--- config.mk ---
export PLATFORM = sky130hd
export DESIGN_NAME = fetch_sequencer
export DESIGN_NICKNAME = d
export VERILOG_FILES = /design/src/rtl/fetch_sequencer.sv
export SDC_FILE = /design/constraint.sdc
export NUM_CORES = 1
export LEC_CHECK = 0
export BUFFER_PORTS_ARGS = -buffer_cell sky130_fd_sc_hd__buf_2
export CORE_MARGIN = 5
export CORE_UTILIZATION = 50
export CTS_BUF_LIST = sky130_fd_sc_hd__clkbuf_8
export DETAILED_ROUTE_END_ITERATION = 8
export PLACE_DENSITY = 0.82
export SLEW_MARGIN = 20
export SYNTH_ARGS = -nofsm -noshare
export SYNTH_HDL_FRONTEND = slang
export SYNTH_SLANG_ARGS = --single-unit
--- constraint.sdc ---
create_clock -name CLK -period 2.9 [get_ports CLK]
set_clock_uncertainty 0.2 [all_clocks]
set_input_delay 0.145 -clock CLK [delete_from_list [all_inputs] [get_ports CLK]]
set_output_delay 0.145 -clock CLK [all_outputs]
set_load 0.1 [all_outputs]
--- src/rtl/fetch_sequencer.sv ---
// ============================================================================
//  Module   : fetch_sequencer
//  Brief    : PC / fetch controller with halt detect, branch redirect, stall
//             and Start/Done handshake. Optional retire counter enabled by
//             defining FETCH_RETIRE_COUNT_EN.
//  Revision : 1.0
// ============================================================================
`default_nettype none

module fetch_sequencer #(
   parameter int unsigned A        = 12,
   parameter int unsigned W        = 10,
   parameter int unsigned START_PC = 0
) (
   input  logic         CLK,
   input  logic         Reset_n,
   input  logic         Start,
   input  logic         Stall,
   input  logic         BranchEn,
   input  logic         BranchAbs,
   input  logic [A-1:0] Target,
   input  logic [W-1:0] InstIn,
   output logic [A-1:0] InstAddress,
   output logic [W-1:0] InstOut,
   output logic         InstValid,
   output logic         Done
`ifdef FETCH_RETIRE_COUNT_EN
   ,
   output logic [15:0]  RetireCount
`endif
);

   localparam logic [A-1:0] c_START_PC = A'(START_PC);
   localparam logic [W-1:0] c_HALT     = {W{1'b1}};

   typedef enum logic [1:0] {
      IDLE   = 2'd0,
      RUN    = 2'd1,
      HALTED = 2'd2
   } state_t;

   state_t       state_q, state_d;
   logic [A-1:0] pc_q, pc_d;
   logic         done_q, done_d;

   always_ff @(posedge CLK or negedge Reset_n) begin
      if (!Reset_n) begin
         state_q <= IDLE;
         pc_q    <= c_START_PC;
         done_q  <= 1'b0;
      end else begin
         state_q <= state_d;
         pc_q    <= pc_d;
         done_q  <= done_d;
      end
   end

   always_comb begin
      state_d   = state_q;
      pc_d      = pc_q;
      done_d    = done_q;
      InstValid = 1'b0;
      case (state_q)
         IDLE, HALTED: begin
            if (Start) begin
               state_d = RUN;
               pc_d    = c_START_PC;
               done_d  = 1'b0;
            end
         end
         RUN: begin
            InstValid = ~Stall;
            // Stall freezes everything, including a pending halt or branch.
            if (!Stall) begin
               if (InstIn == c_HALT) begin
                  state_d = HALTED;
                  done_d  = 1'b1;
               end else if (BranchEn && BranchAbs) begin
                  pc_d = Target;
               end else if (BranchEn) begin
                  pc_d = pc_q + Target;
               end else begin
                  pc_d = pc_q + 1'b1;
               end
            end
         end
         default: begin
            state_d = IDLE;
         end
      endcase
   end

`ifdef FETCH_RETIRE_COUNT_EN
   logic [15:0] cnt_q, cnt_d;

   always_ff @(posedge CLK or negedge Reset_n) begin
      if (!Reset_n) begin
         cnt_q <= 16'd0;
      end else begin
         cnt_q <= cnt_d;
      end
   end

   // Halt word retires too, so the count advances on every unstalled RUN cycle.
   always_comb begin
      cnt_d = cnt_q;
      if (state_q != RUN) begin
         if (Start) begin
            cnt_d = 16'd0;
         end
      end else if (!Stall && (cnt_q != 16'hFFFF)) begin
         cnt_d = cnt_q + 16'd1;
      end
   end

   assign RetireCount = cnt_q;
`endif

   assign InstAddress = pc_q;
   assign InstOut     = InstIn;
   assign Done        = done_q;

endmodule

`default_nettype wire

# Word level (Yosys, flattened, before mapping)
# Cells that the tools add are included.
[op_classes] n_addsub=2 n_eq_ne=7 muxes=15 n_bitwise=1 n_reduce_logical=7
[op_table] operator="two-way mux 12 bit" count=5
[op_table] operator="one-hot mux 12 bit (2 select lines)" count=1
[op_table] operator="adder 12 x 1 -> 12 bit, second input constant" count=1
[op_table] operator="adder 12 bit" count=1
[op_table] operator="equality test 10 bit, second input constant" count=1
[op_table] operator="inequality test 2 bit, second input constant" count=4
[op_table] operator="AND reduction 4 bit" count=2
[op_table] operator="two-way mux 2 bit" count=3
[op_table] operator="two-way mux 1 bit" count=4
[op_table] operator="one-hot mux 2 bit (2 select lines)" count=1
[op_table] operator="AND reduction 3 bit" count=1
[op_table] operator="equality test 2 x 1 -> 1 bit, second input constant" count=1
[op_table] operator="equality test 2 bit, second input constant" count=1
[op_table] operator="logical NOT 2 bit" count=1
[op_table] operator="one-hot mux 1 bit (2 select lines)" count=1
[op_table] operator="nonzero test 2 bit" count=1
[op_table] operator="OR reduction 2 bit" count=1
[op_table] operator="logical AND 1 bit" count=1
[op_table] operator="NOT 1 bit" count=1
[word_totals] regBits=15 output_inout_bits=24

# Depth between registers and ports, before layout
# Gate-level depths: netlist of run 1.
[depth] ltp_word=6 depth_mapped=11

# Worst setup path before layout of run 1
# No wires, ideal clock.
[synth_path] kind="register to register" start="register state_q[1]" end="register pc_q[10], in the netlist InstAddress[10]" arrival_time_ns=2.703 t_required_ns=2.628 path_slack_ns=-0.075 path_stages_with_launch=6 path_cell_list="dfrtp_1 > nand2b_4 > nor2_1 > nand2b_2 > or4_1 > nand3_1"
[synth_between] elab_chain_cells=4
[synth_lines] element="from (decl)" line_no="42" rtl="state_t state_q, state_d;"
[synth_lines] element="from (signal assigned)" line_no="52" rtl="state_q <= state_d;"
[synth_lines] element="equality test 2 bit or logical NOT 2 bit (tied branches)" line_no="63" rtl="case (state_q)"
[synth_lines] element="OR reduction 2 bit" line_no="63"
[synth_lines] element="inequality test 2 bit (no line) or nonzero test 2 bit (tied branches)"
[synth_lines] element="AND reduction 4 bit (no line)"
[synth_lines] element="to (signal assigned)" line_no="49" rtl="pc_q <= c_START_PC;"
[synth_lines] element="to (signal assigned)" line_no="53" rtl="pc_q <= pc_d;"
[synth_lines] element="to (decl)" line_no="43" rtl="logic [A-1:0] pc_q, pc_d;"
# Parallel ways exist; a longest one is shown, timed or not.
# A chain may end at the register's enable or synchronous reset.

# Final worst setup path of run 1
[layout_path] start="input Target[9]" end="register pc_q[11], in the netlist InstAddress[11]"
[layout_between] elab_chain_cells=6
[layout_lines] element="from (decl)" line_no="21" rtl="input logic [A-1:0] Target,"
[layout_lines] element="adder 12 bit" line_no="81" rtl="pc_d = pc_q + Target;"
[layout_lines] element="two-way mux 12 bit" line_no="80" rtl="end else if (BranchEn) begin"
[layout_lines] element="two-way mux 12 bit" line_no="78" rtl="end else if (BranchEn && BranchAbs) begin"
[layout_lines] element="two-way mux 12 bit" line_no="75" rtl="if (InstIn == c_HALT) begin"
[layout_lines] element="two-way mux 12 bit" line_no="74" rtl="if (!Stall) begin"
[layout_lines] element="one-hot mux 12 bit (2 select lines)" line_no="63"
# No other way between the ends. The select of a mux whose other input is x is not followed.

==> results.md, run 1 <==
* Outcome: complete, no violations
* #FFs+latches synth at 15
* Largest net degree at the start of global routing at 17
* Via count at 1454
* Setup CP Type: in2reg
* Worst setup EP type: flop
* Initial core utilization at 0.524
* Total track usage at 0.187
* # setup viols final at 0
* Starting DRC count in detailed routing at 70
* PortBufs at 51
* Peak Freq at 398 MHz
* Data required, critical path at between 2000 and 3000 ps
* Final wirelength at approximately 3700 um
* Post-CTS repair timing setup buffer count at 0
* Final HPWL DP at 2730 um
* Clock latency on the worst-skew pair at 260 ps
* Initial antenna violation count at 0
* Final Cycle Share at 0.867
* Mean Syn Cell Area at ~8.4 um^2
* DRT antenna net count at 0
* TritonCTS clock tree: yes
* Main synth FF type: dfrtp_1
* First-pass GRT wire length at 6370 um
* Hold Path Class: in2reg
* Register area at 375 um^2
* Synthesized net count at 212
* Mapped Cells at about 170
* CP cell instances: dlygate4sd3_1 > buf_2 > and2_1 > ha_1 > o21ai_2 > nor2_1 > a2111o_1 > a211oi_2 > a211o_1 > nand3_1
* Final Hold Viols at 0
* Register area share after synthesis at 0.260
* # DRC at 0
* Min cycle time layout at 2510 ps
* Number of global-route vias before repair at 1470
* Crit-path max FO at 5
* Post-synth EDFFs at 0
* CTS buffer count at 3
* Clock tree sinks at 15
* Cell area after layout at 1740 um^2
* Max_slew headroom at 0.679
* Layout cells sized above 1 at 0.307
* Setup TNS at 0 ps
* Yosys warning count at 0
* Router iterations before antenna repair at 4
* Maxcap violations at 0
* Dpl ws at ~500 ps
* Overflow after GRT at 0
* Hold_ws at just over 4 ps
* Final antenna diode count at 0
* Wire per inst at 14.8 um
* WP data arrival at 2450 ps
* Actual slew at the worst max-slew pin at 482 ps
* Lkg Pwr at ~0.9 nW
* Worst path max stage delay at 530 ps
* CTS Root Cell: clkbuf_8
* Flop2flop setup slack at 560 ps
* Layout Nets at 259
* Multi-input logic area at 941 um^2
* Power per cell area at between 1000 and 1500 nW/um^2
* Max Slew Vio Count at 0
* Crit path max-delay cell type: dlygate4sd3_1
* Worst-path clk slew at roughly 70 ps
* WP buf/inv at 2
* Vias per inst at 5.84
* Critical Path Start Type: primary input
* Die H at 63.7 um
* Cell Area, Synth at 1440 um^2
* Htree depth at 1
* Placement Rows at 19
* RSZ-0062 raised after global routing: false
* Core area at 2760 um^2
* Gpl congestion at just under 0.9
* Clk buf depth at 2
* Unique cell type count in the Yosys netlist at 50
* Crit-path leading delay family: compound AO/OA/AOI/OAI gates
* Final Util at 0.632
* Post-synth ARST share at 1.00
* Area after DPL at roughly 1600 um^2
* Syn-to-layout area delta at 20.6%
* Peak supply drop at just over 1 mV
* Die area at 4060 um^2
* Final setup margin at 387 ps
* # fillers at 254
* Io pins at 52
* Chip Width at 63.7 um
==> flip-flops by register name, summed over array words and instances (netlist names) <==
signal,count
InstAddress,12
state_q,2
Done,1
==> kinds of logic after synthesis <==
group           after synthesis  share of synthesized area
xor+xnor                      5                     0.0303
flops                        15                      0.260
buf+inv                      22                     0.0901
mux                           2                     0.0139
simple gates                 70                      0.282
fa+ha+maj                    12                      0.109
compound gates               46                      0.215
==> worst paths after layout <==
path | from | cells after the start | to
min in group asynchronous | Reset_n | 2 | InstAddress[7]
max in group asynchronous | Reset_n | 2 | InstAddress[0]
setup reg to reg | InstAddress[0] | 9 | InstAddress[10]
setup / recovery | Target[9] | 10 | InstAddress[11]
hold reg to reg | Done | 2 | Done
hold / removal | Target[3] | 3 | InstAddress[3]
==> layout make-up <==
type	count	share of cell area
well taps	31	0.0223
repair buffers	57	0.181
clock inverters	1	0.00216
flip-flops and latches	15	0.216
inverters	7	0.0151
clock buffers	3	0.0237
multi-input cells	135	0.540
==> stage by stage <==
stage / power [W] / instances
2_1_floorplan: 0.00148 / 172
3_3_place_gp: 0.00168 / 239
3_5_place_dp: 0.00169 / 239
4_1_cts: 0.00188 / 249
5_1_grt: 0.00200 / 249
6_report: 0.00188 / 249
==> cells in the final DEF, fill, tap and decap left out, types with 4 or more instances in the layout <==
cell type,instances
nand4_1,6
xor2_1,4
and2_1,10
a21oi_1,14
o21ai_0,8
nand2_1,17
a31oi_1,4
dfrtp_1,15
ha_1,11
buf_2,51
nand3_1,10
inv_1,8
dlygate4sd3_1,6
==> tightest hold or removal path: cells and delay by family <==
kind / cells / cell delay, ps
compound gates: 2 / 200
buf+inv: 1 / 80
==> synth_stat cells (6+ instances only) <==
| library cell | n | area, um^2 |
|---|---|---|
| and2_1 | 10 | 62.6 |
| ha_1 | 11 | 138 |
| inv_1 | 7 | 26.3 |
| dfrtp_1 | 15 | 375 |
| nand3_1 | 10 | 50.1 |
| nand2_1 | 17 | 63.8 |
| buf_4 | 10 | 75.1 |
| nand4_1 | 6 | 37.5 |
| a21oi_1 | 14 | 70.1 |
| o21ai_0 | 8 | 40.0 |
==> repair_timing <==
item	4_1_cts	5_1_grt
setup endpoints to repair	0	0
endpoints found under the hold margin	20	0
hold buffers	6	0
gates resized for setup	0	0
==> report_power, final <==
part           internal [W]  switching (W)  total [W]
registers          0.000289      0.0000753   0.000364
logic              0.000327        0.00101    0.00134
clock network     0.0000941      0.0000824   0.000176
total              0.000710        0.00117    0.00188
==> layer usage <==
layer / vias up / track usage / share of wire / wire [um]
met5: - / 0 / 0 / 0
met2: 60 / 0.319 / 0.47 / 1740
met3: 5 / 0.0263 / 0.089 / 328
met1: 682 / 0.239 / 0.43 / 1580
met4: 0 / 0.0727 / 0.015 / 55
li1: 707 / - / - / -
No activity file was read; power rests on OpenSTA's default activity.
==> inputs of run 2 (changes only) <==
- ABC_AREA: not set -> 1
- PLACE_DENSITY: 0.82 -> 0.81
==> results.md, run 2 <==
* # setup viols final at 0 (unchanged)
* Peak Freq at 462 MHz (was 398 MHz)
* Yosys warning count at 0 (unchanged)
* Flop2flop setup slack at 740 ps (was 560 ps)
* GRT busiest layer: met2 (unchanged)
* Die H at 65.7 um (was 63.7 um)
* Htree depth at 1 (unchanged)
* Post-synth EDFFs at 0 (unchanged)
* PortBufs at 51 (unchanged)
* TritonCTS clock tree: yes (unchanged)
* Post-synth ARST share at 1.00 (unchanged)
* Syn-to-layout area delta at 19.9% (was 20.6%)
* Peak supply drop at 0.628 mV (was 1.03 mV)
* Total track usage at 0.198 (was 0.187)
* Top-area cell type share of the netlist area at 0.286 (was 0.260)
* First-pass GRT wire length at 6690 um (was 6370 um)
* Setup CP Type: reg2reg (was in2reg)
* CTS Root Cell: clkbuf_8 (unchanged)
* Met3 usage at 0.0239 (was 0.0263)
* Max reg flops at 12 (unchanged)
* Via count at 1691 (was 1454)
* Post-CTS resize count at 0 (unchanged)
* Yosys top cell by area: nand2_1 (was dfrtp_1)
* Synth top area cells: nand2_1 (29%), dfrtp_1 (24%), ha_1 (8.9%) (was dfrtp_1 (26%), ha_1 (9.5%), buf_4 (5.2%))
* Critical Path End: InstAddress[6] (was InstAddress[11])
* Actual slew at the worst max-slew pin at 539 ps (was 482 ps)
* R2r endpoint: InstAddress[6] (was InstAddress[10])
* Max Slew Vio Count at 0 (unchanged)
* Chip Width at 65.7 um (was 63.7 um)
* Mean Syn Cell Area at 5.94 um^2 (was 8.39 um^2)
* #FFs+latches synth at 15 (unchanged)
* Initial core utilization at 0.516 (was 0.524)
* Critical path launch point: InstAddress[0] (was Target[9])
* Met2 Use GR at 0.347 (was 0.319)
* Clock latency on the worst-skew pair at 260 ps (about the same)
* Main synth FF type: dfrtp_1 (unchanged)
* Top-count cell post-synth: nand2_1 (unchanged)
* Worst-path clk slew at 70 ps (about the same)
* Clk buf depth at 2 (unchanged)
* Final Hold Viols at 0 (unchanged)
* Multi-input logic area at 933 um^2 (was 941 um^2)
* Worst setup EP type: flop (unchanged)
* Data required, critical path at 2860 ps (was 2840 ps)
* Die area at 4310 um^2 (was 4060 um^2)
* Final wirelength at 3940 um (was 3700 um)
* # fillers at 288 (was 254)
* Initial antenna violation count at 0 (unchanged)
* Hold Path Class: in2reg (unchanged)
* Power per cell area at 1080 nW/um^2 (about the same)
* Io pins at 52 (unchanged)
* Most common cell after layout, fill and taps aside: nand2_1 (was buf_2)
* Post-synth top cells: nand2_1 (118), inv_1 (36), nor2_1 (18) (was nand2_1 (17), dfrtp_1 (15), a21oi_1 (14))
* Wire per inst at 11.5 um (was 14.8 um)
* Layout cells sized above 1 at 0.194 (was 0.307)
* Min cycle time layout at 2160 ps (was 2510 ps)
* Vias per inst at 4.94 (was 5.84)
* Unique cell type count in the Yosys netlist at 26 (was 50)
* Crit-path max FO at 3 (was 5)
* Core area at 3000 um^2 (was 2760 um^2)
* Register area at 375 um^2 (unchanged)
* Max_slew headroom at 0.640 (was 0.679)
* Grt met1 use at 0.248 (was 0.239)
* Starting DRC count in detailed routing at 61 (was 70)
* Number of global-route vias before repair at 1586 (was 1470)
* Final antenna diode count at 0 (unchanged)
* Setup TNS at 0 ps (unchanged)
* Synthesized net count at 301 (was 212)
* Final HPWL DP at 3020 um (was 2730 um)
* Critical Path Start Type: flop (was primary input)
* Overflow after GRT at 0 (unchanged)
* CTS buffer count at 3 (unchanged)
* RSZ-0062 raised after global routing: false (unchanged)
* DRT antenna net count at 0 (unchanged)
* Placement Rows at 20 (was 19)
* Lkg Pwr at 1.20 nW (was 0.886 nW)
* Post-Place Cells at 332 (was 239)
* Hold_ws at 3.99 ps (was 4.02 ps)
* Final Cycle Share at 0.746 (was 0.867)
* Register area share after synthesis at 0.242 (was 0.260)
* Most frequent cells in the layout: nand2_1 (118), buf_2 (51), inv_1 (37) (was buf_2 (51), nand2_1 (17), dfrtp_1 (15))
* WP data arrival at 2120 ps (was 2450 ps)
* Gpl congestion at 0.870 (was 0.883)
* Clock tree sinks at 15 (unchanged)
* Cell Area, Synth at 1550 um^2 (was 1440 um^2)
* Largest net degree at the start of global routing at 17 (unchanged)
* Outcome: complete, no violations (unchanged)
* Maxcap violations at 0 (unchanged)
* Reg-to-reg startpoint: InstAddress[0] (unchanged)
* # DRC at 0 (unchanged)
* Layout Cells excl Fill at 342 (was 249)
* Layout Nets at 350 (was 259)
* Router iterations before antenna repair at 4 (unchanged)
* Mapped Cells at 261 (was 172)
* Worst R2R Path Depth at 11 (was 9)
## run 2: logic make-up (layout without fill, tap and decap cells)
kind of cell	after synthesis	count (layout)	synth area share
buffers and inverters	52	100	0.156
AOI/OAI and AO/OA	18	18	0.0605
DFF	15	15	0.242
and+or+nand+nor	162	162	0.429
adders and majority gates	12	12	0.102
xor gates and xnor gates	2	2	0.0113
## run 2: cell type report
| class | count | share of cell area |
|---|---|---|
| Clock buffer | 3 | 0.0222 |
| Sequential cell | 15 | 0.202 |
| Inverter | 39 | 0.0795 |
| Multi-Input combinational cell | 194 | 0.502 |
| Clock inverter | 1 | 0.00202 |
| Timing Repair Buffer | 57 | 0.170 |
| Tap cell | 33 | 0.0222 |
## run 2: power breakdown
part | leakage (nW) | internal, W | total (W) | switching, W
logic | 0.977 | 0.000319 | 0.00146 | 0.00114
clock network | 0.0269 | 0.0000944 | 0.000182 | 0.0000875
registers | 0.194 | 0.000296 | 0.000367 | 0.0000708
total | 1.20 | 0.000709 | 0.00200 | 0.00129
## run 2: stage by stage
step | instance area (um^2) | setup WS [ps] | utilization | power (W)
after global routing | 1860 | 520 | 0.619 | 0.00214
after detailed placement | 1750 | 734 | 0.584 | 0.00181
final | 1860 | 737 | 0.619 | 0.00200
after floorplan | 1550 | 220 | - | 0.00158
after global placement | 1750 | 788 | 0.584 | 0.00180
after CTS | 1860 | 739 | 0.619 | 0.00201
## run 2: repair_timing
item,4_1_cts,5_1_grt
endpoints found under the hold margin,20,0
hold buffers,6,0
setup buffers,0,0
## run 2: critical path: stages (launching register included)
cell	delay, ps
dfrtp_1	390
ha_1	210
inv_1	80
fa_1	430
nor2_1	140
nor2_1	60
o21ai_0	220
nand2_1	80
nand2_1	60
o21ai_0	90
nand2_1	70
nand2_1	40
## run 2: worst min-delay path by stage
stage,endpoint,cells past startpoint,slack (ps),from
floorplan,Done,0,-350,Reset_n
global placement,Done,1,-120,Reset_n
detailed placement,Done,1,-120,Reset_n
CTS,InstAddress[3],5,10,Target[3]
global route,InstAddress[8],5,30,Target[8]
finish,InstAddress[7],5,4,Target[7]
## run 2: per-layer routing
layer / routed length, um / part of all wire
met1: 1800 / 0.46
met2: 1820 / 0.46
met3: 257 / 0.065
met4: 59 / 0.015
met5: 0 / 0
